==> config.mk <==
export PLATFORM = sky130hd
export DESIGN_NAME = cpu_run_controller
export DESIGN_NICKNAME = d
export VERILOG_FILES = /design/src/rtl/cpu_run_controller.sv
export SDC_FILE = /design/constraint.sdc
export NUM_CORES = 1
export LEC_CHECK = 0
export CAP_MARGIN = 20
export CORE_ASPECT_RATIO = 1.4
export CORE_MARGIN = 2
export CORE_UTILIZATION = 38
export DETAILED_ROUTE_END_ITERATION = 8
export PLACE_DENSITY = 0.65
export SYNTH_ARGS = -nofsm -noshare
export SYNTH_HDL_FRONTEND = slang
export SYNTH_SLANG_ARGS = --single-unit
==> constraint.sdc <==
create_clock -name clk -period 2.5 [get_ports clk]
set_input_delay 0.25 -clock clk [delete_from_list [all_inputs] [get_ports clk]]
set_output_delay 0.25 -clock clk [all_outputs]
set_load 0.005 [all_outputs]
==> src/rtl/cpu_run_controller.sv <==
// Gates the variable-clock tick stream into single-cycle CPU clock pulses.
// Supports run/pause, single-step, fixed-length burst and a PC breakpoint driven by debounced buttons.
module cpu_run_controller #(
   parameter int DEBOUNCE_CYCLES = 500_000,
   parameter int BURST_LEN       = 16
) (
   input  logic        clk,
   input  logic        rst,
   input  logic        tick_in,
   input  logic        btn_run,
   input  logic        btn_step,
   input  logic        btn_burst,
   input  logic        bp_enable,
   input  logic [31:0] bp_address,
   input  logic [31:0] pc,
   output logic        cpu_tick,
   output logic [1:0]  state,
   output logic        halted,
   output logic [15:0] tick_count
);

   localparam int CW = ($clog2(DEBOUNCE_CYCLES) < 1) ? 1 : $clog2(DEBOUNCE_CYCLES);
   localparam logic [CW-1:0] CNT_MAX   = CW'(DEBOUNCE_CYCLES - 1);
   localparam logic [15:0]   BURST_VAL = 16'(BURST_LEN);

   typedef enum logic [1:0] {
      ST_PAUSED = 2'd0,
      ST_RUN    = 2'd1,
      ST_STEP   = 2'd2,
      ST_BREAK  = 2'd3
   } state_t;

   logic [2:0] btn_raw;
   logic [2:0] press;

   assign btn_raw = {btn_burst, btn_step, btn_run};

   // Index 0 = run, 1 = step, 2 = burst.
   generate
      for (genvar gi = 0; gi < 3; gi++) begin : g_btn
         logic          sync0_reg;
         logic          sync1_reg;
         logic          level_reg;
         logic          press_reg;
         logic [CW-1:0] count_reg;

         always_ff @(posedge clk) begin
            if (rst) begin
               sync0_reg <= 1'b0;
               sync1_reg <= 1'b0;
               level_reg <= 1'b0;
               press_reg <= 1'b0;
               count_reg <= '0;
            end else begin
               sync0_reg <= btn_raw[gi];
               sync1_reg <= sync0_reg;
               press_reg <= 1'b0;
               if (sync1_reg == level_reg) begin
                  count_reg <= '0;
               end else if (count_reg == CNT_MAX) begin
                  level_reg <= sync1_reg;
                  count_reg <= '0;
                  press_reg <= sync1_reg;
               end else begin
                  count_reg <= count_reg + CW'(1);
               end
            end
         end

         assign press[gi] = press_reg;
      end
   endgenerate

   state_t      state_reg, state_next;
   logic [15:0] remaining_reg, remaining_next;
   logic        bp_skip_reg, bp_skip_next;
   logic        cpu_tick_reg;
   logic [15:0] tick_count_reg;

   logic run_press, step_press, burst_press;
   logic issuing, bp_hit, accept, hit;

   always_comb begin
      run_press      = press[0];
      step_press     = press[1] & ~press[0];
      burst_press    = press[2] & ~press[1] & ~press[0];
      issuing        = (state_reg == ST_RUN) || (state_reg == ST_STEP);
      bp_hit         = bp_enable && (pc == bp_address) && !bp_skip_reg;
      accept         = tick_in && issuing && !bp_hit;
      hit            = tick_in && issuing && bp_hit;
      state_next     = state_reg;
      remaining_next = remaining_reg;
      bp_skip_next   = bp_skip_reg & ~accept;

      unique case (state_reg)
         ST_PAUSED, ST_BREAK: begin
            if (run_press) begin
               state_next = ST_RUN;
            end else if (step_press) begin
               state_next     = ST_STEP;
               remaining_next = 16'd1;
            end else if (burst_press) begin
               state_next     = ST_STEP;
               remaining_next = BURST_VAL;
            end
            // Leaving BREAK must let the instruction at the breakpoint execute once.
            if (state_reg == ST_BREAK && state_next != ST_BREAK) begin
               bp_skip_next = 1'b1;
            end
         end
         ST_RUN: begin
            if (hit) begin
               state_next     = ST_BREAK;
               remaining_next = 16'd0;
            end else if (run_press) begin
               state_next = ST_PAUSED;
            end
         end
         ST_STEP: begin
            if (hit) begin
               state_next     = ST_BREAK;
               remaining_next = 16'd0;
            end else if (run_press) begin
               state_next     = ST_PAUSED;
               remaining_next = 16'd0;
            end else if (accept) begin
               if (remaining_reg <= 16'd1) begin
                  state_next     = ST_PAUSED;
                  remaining_next = 16'd0;
               end else begin
                  remaining_next = remaining_reg - 16'd1;
               end
            end
         end
         default: state_next = ST_PAUSED;
      endcase
   end

   always_ff @(posedge clk) begin
      if (rst) begin
         state_reg      <= ST_PAUSED;
         remaining_reg  <= 16'd0;
         bp_skip_reg    <= 1'b0;
         cpu_tick_reg   <= 1'b0;
         tick_count_reg <= 16'd0;
      end else begin
         state_reg      <= state_next;
         remaining_reg  <= remaining_next;
         bp_skip_reg    <= bp_skip_next;
         cpu_tick_reg   <= accept;
         tick_count_reg <= tick_count_reg + {15'd0, accept};
      end
   end

   assign cpu_tick   = cpu_tick_reg;
   assign state      = state_reg;
   assign halted     = (state_reg == ST_PAUSED) || (state_reg == ST_BREAK);
   assign tick_count = tick_count_reg;

endmodule

==> summary.md, run 1 <==
| Metric | Value |
|---|---|
| Top_reg_cell synth | `dfxtp_1` |
| CP Data Required Time | `2.79 ns` |
| R2R depth | `10` |
| Post-Synthesis Mean Instance Area | `8.877 µm²` |
| Most frequent cells after synthesis | `105 x dfxtp_1, 93 x nor2_1, 55 x xnor2_1, 41 x xor2_1, 40 x nand3_1` |
| H-tree level count | `3` |
| Max clock buf depth | `2` |
| Final hold slack | `0.4424 ns` |
| Via Count | `4303` |
| Starting density of the core | `39.11%` |
| Port bufs | `90` |
| Top cells by area, synth | `dfxtp_1 42%, xnor2_1 9.5%, xor2_1 7.1%` |
| Cell Pwr Density | `500.3 mW/mm²` |
| Final Skew | `roughly 0.0094 ns` |
| #FFs+latches synth | `approximately 110` |
| Status | `complete, no violations` |
| Share of cells above drive strength 1 | `8.480%` |
| Max reg flops | `57` |
| Period utilization | `91.86%` |
| Worst Hold Class | `reg2reg` |
| Top-count cell post-synth | `dfxtp_1` |
| Reg2reg end | `remaining_reg[11]` |
| Final Non-Filler Cells | `862` |
| DR WL/cell | `13.03 µm` |
| GRT Total Usage | `between 15 and 20%` |
| Drt drc | `0` |
| CTS Sinks | `105` |
| Worst EP arrival | `~2.6 ns` |
| Final hold violations | `0` |
| Final Cell Area | `0.006569 mm²` |
| Crit Path Max Fanout | `10` |
| HP Start | `g_btn[0].sync0_reg` |
| Pin count of the biggest net entering global routing | `38` |
| Number of max-cap violations | `0` |
| Yosys top cell area share | `between 40% and 50%` |
| 1st-iter DRT viols | `100` |
| Tmin final | `2.296 ns` |
| Initial antenna violation count | `0` |
| Routed Antenna Nets | `0` |
| Metal2 WL | `about 6 mm` |
| Die Area | `0.01427 mm²` |
| Mapped cell area | `0.005060 mm²` |
| Startpoint Class | `input port` |
| Met1 WL | `roughly 4.7 mm` |
| Clock Latency Late Sink | `around 0.35 ns` |
| IO Count | `91` |
| Height of the die | `approximately 140 µm` |
| Layout Utilization | `50.78%` |
| Hold Path End | `g_btn[0].sync1_reg` |
| Critical path endpoint category | `register` |
| Root buffer cell | `clkbuf_16` |
| Cell taking the most area after synthesis | `dfxtp_1` |
| Combinational share of power | `between 6 and 7%` |
| Vias in the first global route | `4342` |
| Routability cong. | `~0.81` |
| Cell Area, Placed | `roughly 0.0063 mm²` |
| Yosys warnings | `0` |
| Die W | `approximately 100 µm` |
| ANT cells | `0` |
| VDD IR-drop max | `between 0.0003 and 0.0004 V` |
| Fmax | `approximately 0.44 GHz` |
| Routed wl met3 | `306 µm` |
| Clock share of power | `42.3%` |
| Clock Pin Slew Worst Setup and Hold Paths | `0.08 ns` |
| Sw Share | `22.45%` |
| Cts bufs inserted | `9` |
| TritonCTS clock tree | `done` |
| Synth cell types | `58` |
| Post-synthesis sequential area ratio | `41.54%` |
| Pins Over Slew Limit | `0` |
| Async S/R FF share, synth | `0%` |
| Reg2reg start | `state[0]` |
| Top Metal Used | `met4` |
| First-pass GRT wire length | `19.27 mm` |
| FP Rows | `just under 50` |
| Sequential power share | `51.1%` |
| Vias per cell | `4.992` |
| Worst R2R Setup Slack | `0.24 ns` |
| Slew margin rel. | `about 65%` |
| Placed insts | `846` |
| DR pass1 iterations | `4` |
| Dpl hpwl | `8.621 mm` |
| RSZ-0062 raised after global routing | `no` |
| Synthesized netlist cell count | `570` |
| Switching pwr | `approximately 0.74 mW` |
| Internal | `around 2.5 mW` |
| Setup-failing EPs final | `0` |
| Worst-margin pin slew | `approximately 0.52 ns` |
| Core footprint | `0.01294 mm²` |
| Grt ovf | `0` |
| Postcts setup bufs | `0` |
| Setup_tns | `0 ns` |
| Critical path type | `in2reg` |
| Synth Net Count | `652` |
| Fill cells | `1230` |
| Area grow syn2layout | `29.82%` |
| NumNets Final | `761` |
| Post-synth EDFFs | `0` |
| Hold Path Depth | `1` |
| Final wirelength | `between 10 and 15 mm` |
| Leak | `2.319 nW` |
==> how the worst max path moves through the flow <==
stage | from | endpoint | slack (ns) | cells past startpoint
5_1_grt | state[0] | tick_count[14] | 0.01 | 11
6_report | pc[31] | remaining_reg[11] | 0.20 | 8
4_1_cts | remaining_reg[0] | remaining_reg[8] | 0.17 | 8
2_1_floorplan | state[0] | remaining_reg[11] | 0.24 | 9
3_3_place_gp | pc[21] | remaining_reg[8] | -0.13 | 9
3_5_place_dp | pc[31] | remaining_reg[8] | -0.21 | 9
==> metal layers <==
metal / up-vias / GRT usage, %
met3: 28 / 3.493
met2: 67 / 29.47
met4: 0 / 7.468
met5: - / 0
li1: 2194 / -
met1: 2014 / 18.73
==> worst max-delay path, stage by stage <==
cell and delay (ns):
clkdlybuf4s50_1 0.49, xnor2_1 0.13, nand4_1 0.16, nor4_1 0.32, and4bb_1 0.33, o2111ai_2 0.29
or4_1 0.54, nand2_1 0.07
==> cell usage in the layout (no fill, tap or decap), types with 4 or more instances in the layout <==
cell type,netlist,routed
and3_1,18,17
nor3_1,11,11
inv_1,11,11
buf_4,2,21
xor2_1,41,41
nand4_1,19,19
nand2_1,34,34
nor4b_1,4,4
nor2_1,93,91
mux2i_1,4,4
a21oi_1,9,9
nor2b_1,10,10
dfxtp_1,105,105
or3_1,12,12
o21a_1,6,6
ha_1,11,10
o21ai_0,14,14
clkdlybuf4s50_1,0,90
nor4_1,8,8
clkbuf_16,0,9
xnor2_1,55,55
nand3_1,40,40
==> power groups by stage <==
stage	Clock (mW)	Combinational, mW	Sequential [mW]
6_report	1.39	0.217	1.68
2_1_floorplan	0	0.0837	1.72
4_1_cts	1.44	0.219	1.68
5_1_grt	1.51	0.236	1.68
3_5_place_dp	0	0.218	1.72
3_3_place_gp	0	0.214	1.72
==> stage by stage <==
step	total power [mW]	setup slack (ns)
2_1_floorplan	1.803	0.2392
3_3_place_gp	1.933	-0.1252
3_5_place_dp	1.938	-0.2131
4_1_cts	3.338	0.1701
5_1_grt	3.429	0.01482
6_report	3.286	0.2035
==> final cells by class <==
cell class              instances  area [µm²]  area share, %
well taps                     178       222.7          3.390
flip-flops and latches        105        2102          32.00
multi-input cells             441        2845          43.31
repair buffers                111        1059          16.11
clock inverters                 6       60.06         0.9143
inverters                      11       41.29         0.6286
clock buffers                  10       239.0          3.638
==> cell families (layout without fill, tap and decap cells) <==
logic type | after synthesis | count (layout) | share of synthesized area, %
fa+ha+maj | 11 | 11 | 2.720
flops | 105 | 105 | 41.54
simple gates | 277 | 277 | 28.39
mux | 4 | 4 | 0.7913
compound gates | 53 | 53 | 7.443
xor+xnor | 96 | 96 | 16.62
buf+inv | 24 | 138 | 2.497
==> timing repair <==
item                                    CTS  global route
cloned                                    0             0
hold buffers                              0             0
gates resized for setup                   1             4
pin swaps                                 0             0
endpoints found under the setup margin    1             4
endpoints found under the hold margin     0             0
No activity file was read; power rests on OpenSTA's default activity.
==> run 2: changes to the inputs <==
MAX_ROUTING_LAYER = met4   (was default)
==> summary.md, run 2 (same netlist as run 1, synthesis figures left out) <==
| Metric | Value |
|---|---|
| Cell Pwr Density | `500.1 mW/mm² (about the same)` |
| Final Non-Filler Cells | `862 (unchanged)` |
| Critical path type | `in2reg` |
| Vias per cell | `4.986 (-0.12%)` |
| Total power | `3.285 mW (about the same)` |
| Vias in the first global route | `4341 (-0.023%)` |
| First-pass GRT wire length | `19.26 mm (about the same)` |
| Tmin final | `2.298 ns (+0.001483 ns)` |
| Height of the die | `140.5 µm (unchanged)` |
| Dpl hpwl | `8.621 mm (unchanged)` |
| Max clock buf depth | `2 (unchanged)` |
| FP Rows | `49 (unchanged)` |
| Starting density of the core | `39.11% (unchanged)` |
| Area grow syn2layout | `29.82% (unchanged)` |
| Max reg flops | `57 (unchanged)` |
| Hold-fix buffers, CTS | `0 (unchanged)` |
| Clock Pin Slew Worst Setup and Hold Paths | `0.08 ns (about the same)` |
| Worst-margin pin slew | `0.5085 ns (-0.01589 ns)` |
| Crit Path Max Fanout | `10 (unchanged)` |
| IO Count | `91 (unchanged)` |
| Setup_tns | `0 ns (unchanged)` |
| CTS Sinks | `105 (unchanged)` |
| Pins Over Slew Limit | `0 (unchanged)` |
| Cts bufs inserted | `9 (unchanged)` |
| RSZ-0062 raised after global routing | `no` |
| Final hold slack | `0.4425 ns (+0.00006100 ns)` |
| Placed insts | `846 (unchanged)` |
| Setup-failing EPs final | `0 (unchanged)` |
| Fmax | `0.4352 GHz (about the same)` |
| Critical path endpoint category | `register` |
| Routed Antenna Nets | `0 (unchanged)` |
| Postcts setup bufs | `0 (unchanged)` |
| Die Area | `0.01427 mm² (unchanged)` |
| 1st-iter DRT viols | `109 (+9.0%)` |
| Die W | `101.5 µm (unchanged)` |
| CP Data Required Time | `2.79 ns (about the same)` |
| Grt ovf | `0 (unchanged)` |
| GRT Total Usage | `17.13% (+0.49 points)` |
| Final Skew | `0.009015 ns (-0.0004272 ns)` |
| Port bufs | `90 (unchanged)` |
| Share of cells above drive strength 1 | `8.480% (unchanged)` |
| Routability cong. | `0.8213 (+1.5%)` |
| Clock Latency Late Sink | `0.35 ns (about the same)` |
| Period utilization | `91.92% (about the same)` |
| Drt drc | `0 (unchanged)` |
| Initial antenna violation count | `0 (unchanged)` |
| Worst Slack Setup Final | `0.2020 ns (-0.001483 ns)` |
| Pin count of the biggest net entering global routing | `38 (unchanged)` |
| Slew margin rel. | `65.84% (+1.1 points)` |
| H-tree level count | `3 (unchanged)` |
| Layout Utilization | `50.78% (unchanged)` |
| VDD IR-drop max | `0.0003473 V (+0.14%)` |
| ANT cells | `0 (unchanged)` |
| Worst Hold Class | `reg2reg` |
| Cell Area, Placed | `0.006256 mm² (unchanged)` |
| Worst EP arrival | `2.59 ns (about the same)` |
| Leak | `2.319 nW (unchanged)` |
| Final Cell Area | `0.006569 mm² (unchanged)` |
| NumNets Final | `761 (unchanged)` |
| Commonest non-fill, non-tap cell in the layout | `dfxtp_1` |
| Final hold violations | `0 (unchanged)` |
| DP Worst Slack | `-0.2131 ns (unchanged)` |
| Core footprint | `0.01294 mm² (unchanged)` |
| Root buffer cell | `clkbuf_16` |
| TritonCTS clock tree | `done` |
| Status | `complete, no violations` |
| Final wirelength | `11.22 mm (about the same)` |
| DR pass1 iterations | `4 (unchanged)` |
| Via Count | `4298 (-0.12%)` |
| DR WL/cell | `13.02 µm (about the same)` |
| Number of max-cap violations | `0 (unchanged)` |
| Commonest non-fill, non-tap cells in the layout | `105 x dfxtp_1, 91 x nor2_1, 90 x clkdlybuf4s50_1` |
| Startpoint Class | `input port` |
[run 2: cell counts in the layout (fill, tap and decap cells not counted)]
Identical to the previous run, type by type.
[run 2: final timing paths]
| path | cells past startpoint | startpoint | end | slack (ns) |
|---|---|---|---|---|
| max | 8 | pc[31] | remaining_reg[11] | 0.20 |
| min | 1 | g_btn[0].sync0_reg | g_btn[0].sync1_reg | 0.44 |
| max reg2reg | 10 | state[0] | remaining_reg[11] | 0.24 |
| min reg2reg | 1 | g_btn[0].sync0_reg | g_btn[0].sync1_reg | 0.44 |
[run 2: metal layers]
layer | vias up | global-route usage, % | wire length, µm
li1 | 2197 | - | -
met1 | 2005 | 18.70 | 4678
met3 | 30 | 3.194 | 308
met2 | 66 | 29.54 | 5881
met5 | - | - | 0
met4 | 0 | 7.895 | 354
[run 2: critical path, stage by stage]
cell	delay [ns]
clkdlybuf4s50_1	0.49
xnor2_1	0.13
nand4_1	0.16
nor4_1	0.32
and4bb_1	0.33
o2111ai_2	0.29
or4_1	0.54
nand2_1	0.07
[run 2: cell type report]
type | instances | area [µm²]
Multi-Input combinational cell | 441 | 2845
Inverter | 11 | 41.29
Timing Repair Buffer | 111 | 1059
Clock inverter | 6 | 60.06
Sequential cell | 105 | 2102
Clock buffer | 10 | 239.0
Tap cell | 178 | 222.7
Fill cell | 1230 | 6367
[run 2: power by group]
part,internal (mW),switching (mW)
Sequential,1.68,0.00362
Clock,0.726,0.661
Combinational,0.146,0.0715
Total,2.55,0.736
[run 2: timing repair]
item,in CTS,in global routing
gates cloned,0,0
gates resized for setup,1,4
setup endpoints to repair,1,4
hold endpoints to repair,0,0
==> run 3: changes to the inputs <==
PLACE_DENSITY = 0.67   (was 0.65)
clock period = 1.9 ns   (was 2.5 ns; I/O delays follow)
==> summary.md, run 3 (same netlist as run 1, synthesis figures left out) <==
| Metric | Value |
|---|---|
| Crit Path Max Fanout | `5 (-5)` |
| Core footprint | `0.01294 mm² (unchanged)` |
| Height of the die | `140.5 µm (unchanged)` |
| Top delay family on crit path | `simple AND/OR/NAND/NOR gates` |
| Final Skew | `0.005440 ns (-0.003576 ns)` |
| Worst setup path startpoint | `state[0]` |
| Fmax | `0.4703 GHz` |
| Final hold violations | `0 (unchanged)` |
| Share of cells above drive strength 1 | `25.46% (+17 points)` |
| Max clock buf depth | `2 (unchanged)` |
| Tmin final | `2.126 ns` |
| Routed Antenna Nets | `0 (unchanged)` |
| Clock Latency Late Sink | `0.34 ns (about the same)` |
| Starting density of the core | `39.11% (unchanged)` |
| Biggest cell delay along the critical path | `0.39 ns (-0.15 ns)` |
| H-tree level count | `3 (unchanged)` |
| Hold Path Depth | `2 (+1)` |
| Critical path's slowest cell | `or3_4` |
| GRT Total Usage | `18.05% (+0.92 points)` |
| DR pass1 iterations | `4 (unchanged)` |
| Final Non-Filler Cells | `936 (+8.6%)` |
| Critical path depth in cells | `12 (+4)` |
| 1st-iter DRT viols | `126 (+16%)` |
| Cell Pwr Density | `564.5 mW/mm² (+13%)` |
| DR WL/cell | `13.74 µm (+5.6%)` |
| Number of max-cap violations | `0 (unchanged)` |
| First-pass GRT wire length | `20.31 mm (+5.4%)` |
| Final Cell Area | `0.007503 mm² (+14%)` |
| Vias in the first global route | `4570 (+5.3%)` |
| VDD IR-drop max | `0.0005163 V (+49%)` |
| Drt drc | `0 (unchanged)` |
| Clock Pin Slew Worst Setup and Hold Paths | `0.07 ns (about the same)` |
| Max reg flops | `57 (unchanged)` |
| Routability cong. | `0.8113 (-1.2%)` |
| Critical path endpoint category | `register` |
| Cell repeated most along the worst path | `ha_4` |
| Root buffer cell | `clkbuf_16` |
| Die Area | `0.01427 mm² (unchanged)` |
| Status | `complete, but fails checks` |
| Grt ovf | `0 (unchanged)` |
| Port bufs | `90 (unchanged)` |
| CP Data Required Time | `2.18 ns (-0.61 ns)` |
| Worst Hold Class | `in2reg` |
| R2R depth | `12 (+2)` |
| IO Count | `91 (unchanged)` |
| Reg2reg start | `state[0]` |
| WP buf/inv | `4 (+3)` |
| HP Start | `btn_run` |
| Worst-margin pin slew | `0.5749 ns (+0.06642 ns)` |
| Pin count of the biggest net entering global routing | `38 (unchanged)` |
| ANT cells | `0 (unchanged)` |
| Startpoint Class | `register` |
| Initial antenna violation count | `0 (unchanged)` |
| RSZ-0062 raised after global routing | `yes` |
| Pins Over Slew Limit | `0 (unchanged)` |
| Critical path type | `reg2reg` |
| Placed insts | `894 (+5.7%)` |
| Violated checks | `setup timing` |
| Period utilization | `111.9%` |
| DP Worst Slack | `-0.8853 ns (-0.6722 ns)` |
| Worst EP arrival | `2.40 ns (-0.19 ns)` |
| Cell Area, Placed | `0.006661 mm² (+6.5%)` |
| Die W | `101.5 µm (unchanged)` |
| Worst Slack Setup Final | `-0.2263 ns (-0.4283 ns)` |
| CTS Sinks | `105 (unchanged)` |
| Final wirelength | `12.87 mm (+15%)` |
| Crit-path cells | `inv_2 > ha_4 > inv_4 > nand2_4 > buf_6 > buf_6 > nor2_4 > ha_4 > ha_4 > nand3_2 > or3_4 > a21oi_2` |
| Commonest non-fill, non-tap cells in the layout | `100 x dfxtp_1, 89 x nor2_1, 70 x buf_4` |
| Cts bufs inserted | `9 (unchanged)` |
| Setup-failing EPs final | `20 (+20)` |
| Vias per cell | `4.995 (+0.17%)` |
| FP Rows | `49 (unchanged)` |
| Slew margin rel. | `61.32% (-4.5 points)` |
| Dpl hpwl | `9.000 mm (+4.4%)` |
| TritonCTS clock tree | `done` |
| Via Count | `4675 (+8.8%)` |
| Leak | `2.853 nW (+23%)` |
| Commonest non-fill, non-tap cell in the layout | `dfxtp_1` |
| Area grow syn2layout | `48.29%` |
| NumNets Final | `835 (+9.7%)` |
run 3: report_power, final:
group	total (mW)	switching (mW)	internal, mW
clock network	1.75	0.786	0.961
registers	2.21	0.00490	2.20
logic	0.279	0.109	0.169
run 3: what timing repair did:
action / 4_1_cts / 5_1_grt
hold buffers: 0 / 0
pin swaps: 67 / 27
setup buffers: 19 / 6
gates resized for setup: 166 / 39
setup endpoints to repair: 53 / 69
cloned: 1 / 2
run 3: routing by layer:
layer	share of wire (%)	track usage, %
met4	1.4	5.690
met3	5.7	4.192
met2	53	32.93
met1	40	18.74
met5	0	-
run 3: path summary, 6_finish.rpt:
| check | slack (ns) | to |
|---|---|---|
| worst max register to register | -0.23 | tick_count[14] |
| worst max-delay path | -0.23 | tick_count[14] |
| worst min-delay path | 0.40 | g_btn[0].sync0_reg |
| worst min register to register | 0.44 | g_btn[2].sync1_reg |
run 3: final cells by class:
type,count,area (µm²)
Fill cell,1131,5433
Clock inverter,4,27.53
Clock buffer,12,256.5
Timing Repair Buffer,184,1632
Tap cell,178,222.7
Inverter,11,43.79
Multi-Input combinational cell,442,3208
Sequential cell,105,2113
run 3: stage by stage:
step / util [%] / TNS, ns / hold WS (ns) / power [mW]
CTS: 56.80 / -2.002 / 0.3921 / 4.282
finish: 58.00 / -1.735 / 0.4007 / 4.236
floorplan: - / -0.2526 / 0.3182 / 2.370
detailed placement: 51.49 / -23.18 / 0.4279 / 2.563
global placement: 51.49 / -21.72 / 0.4169 / 2.557
global route: 58.00 / -4.309 / 0.3984 / 4.406
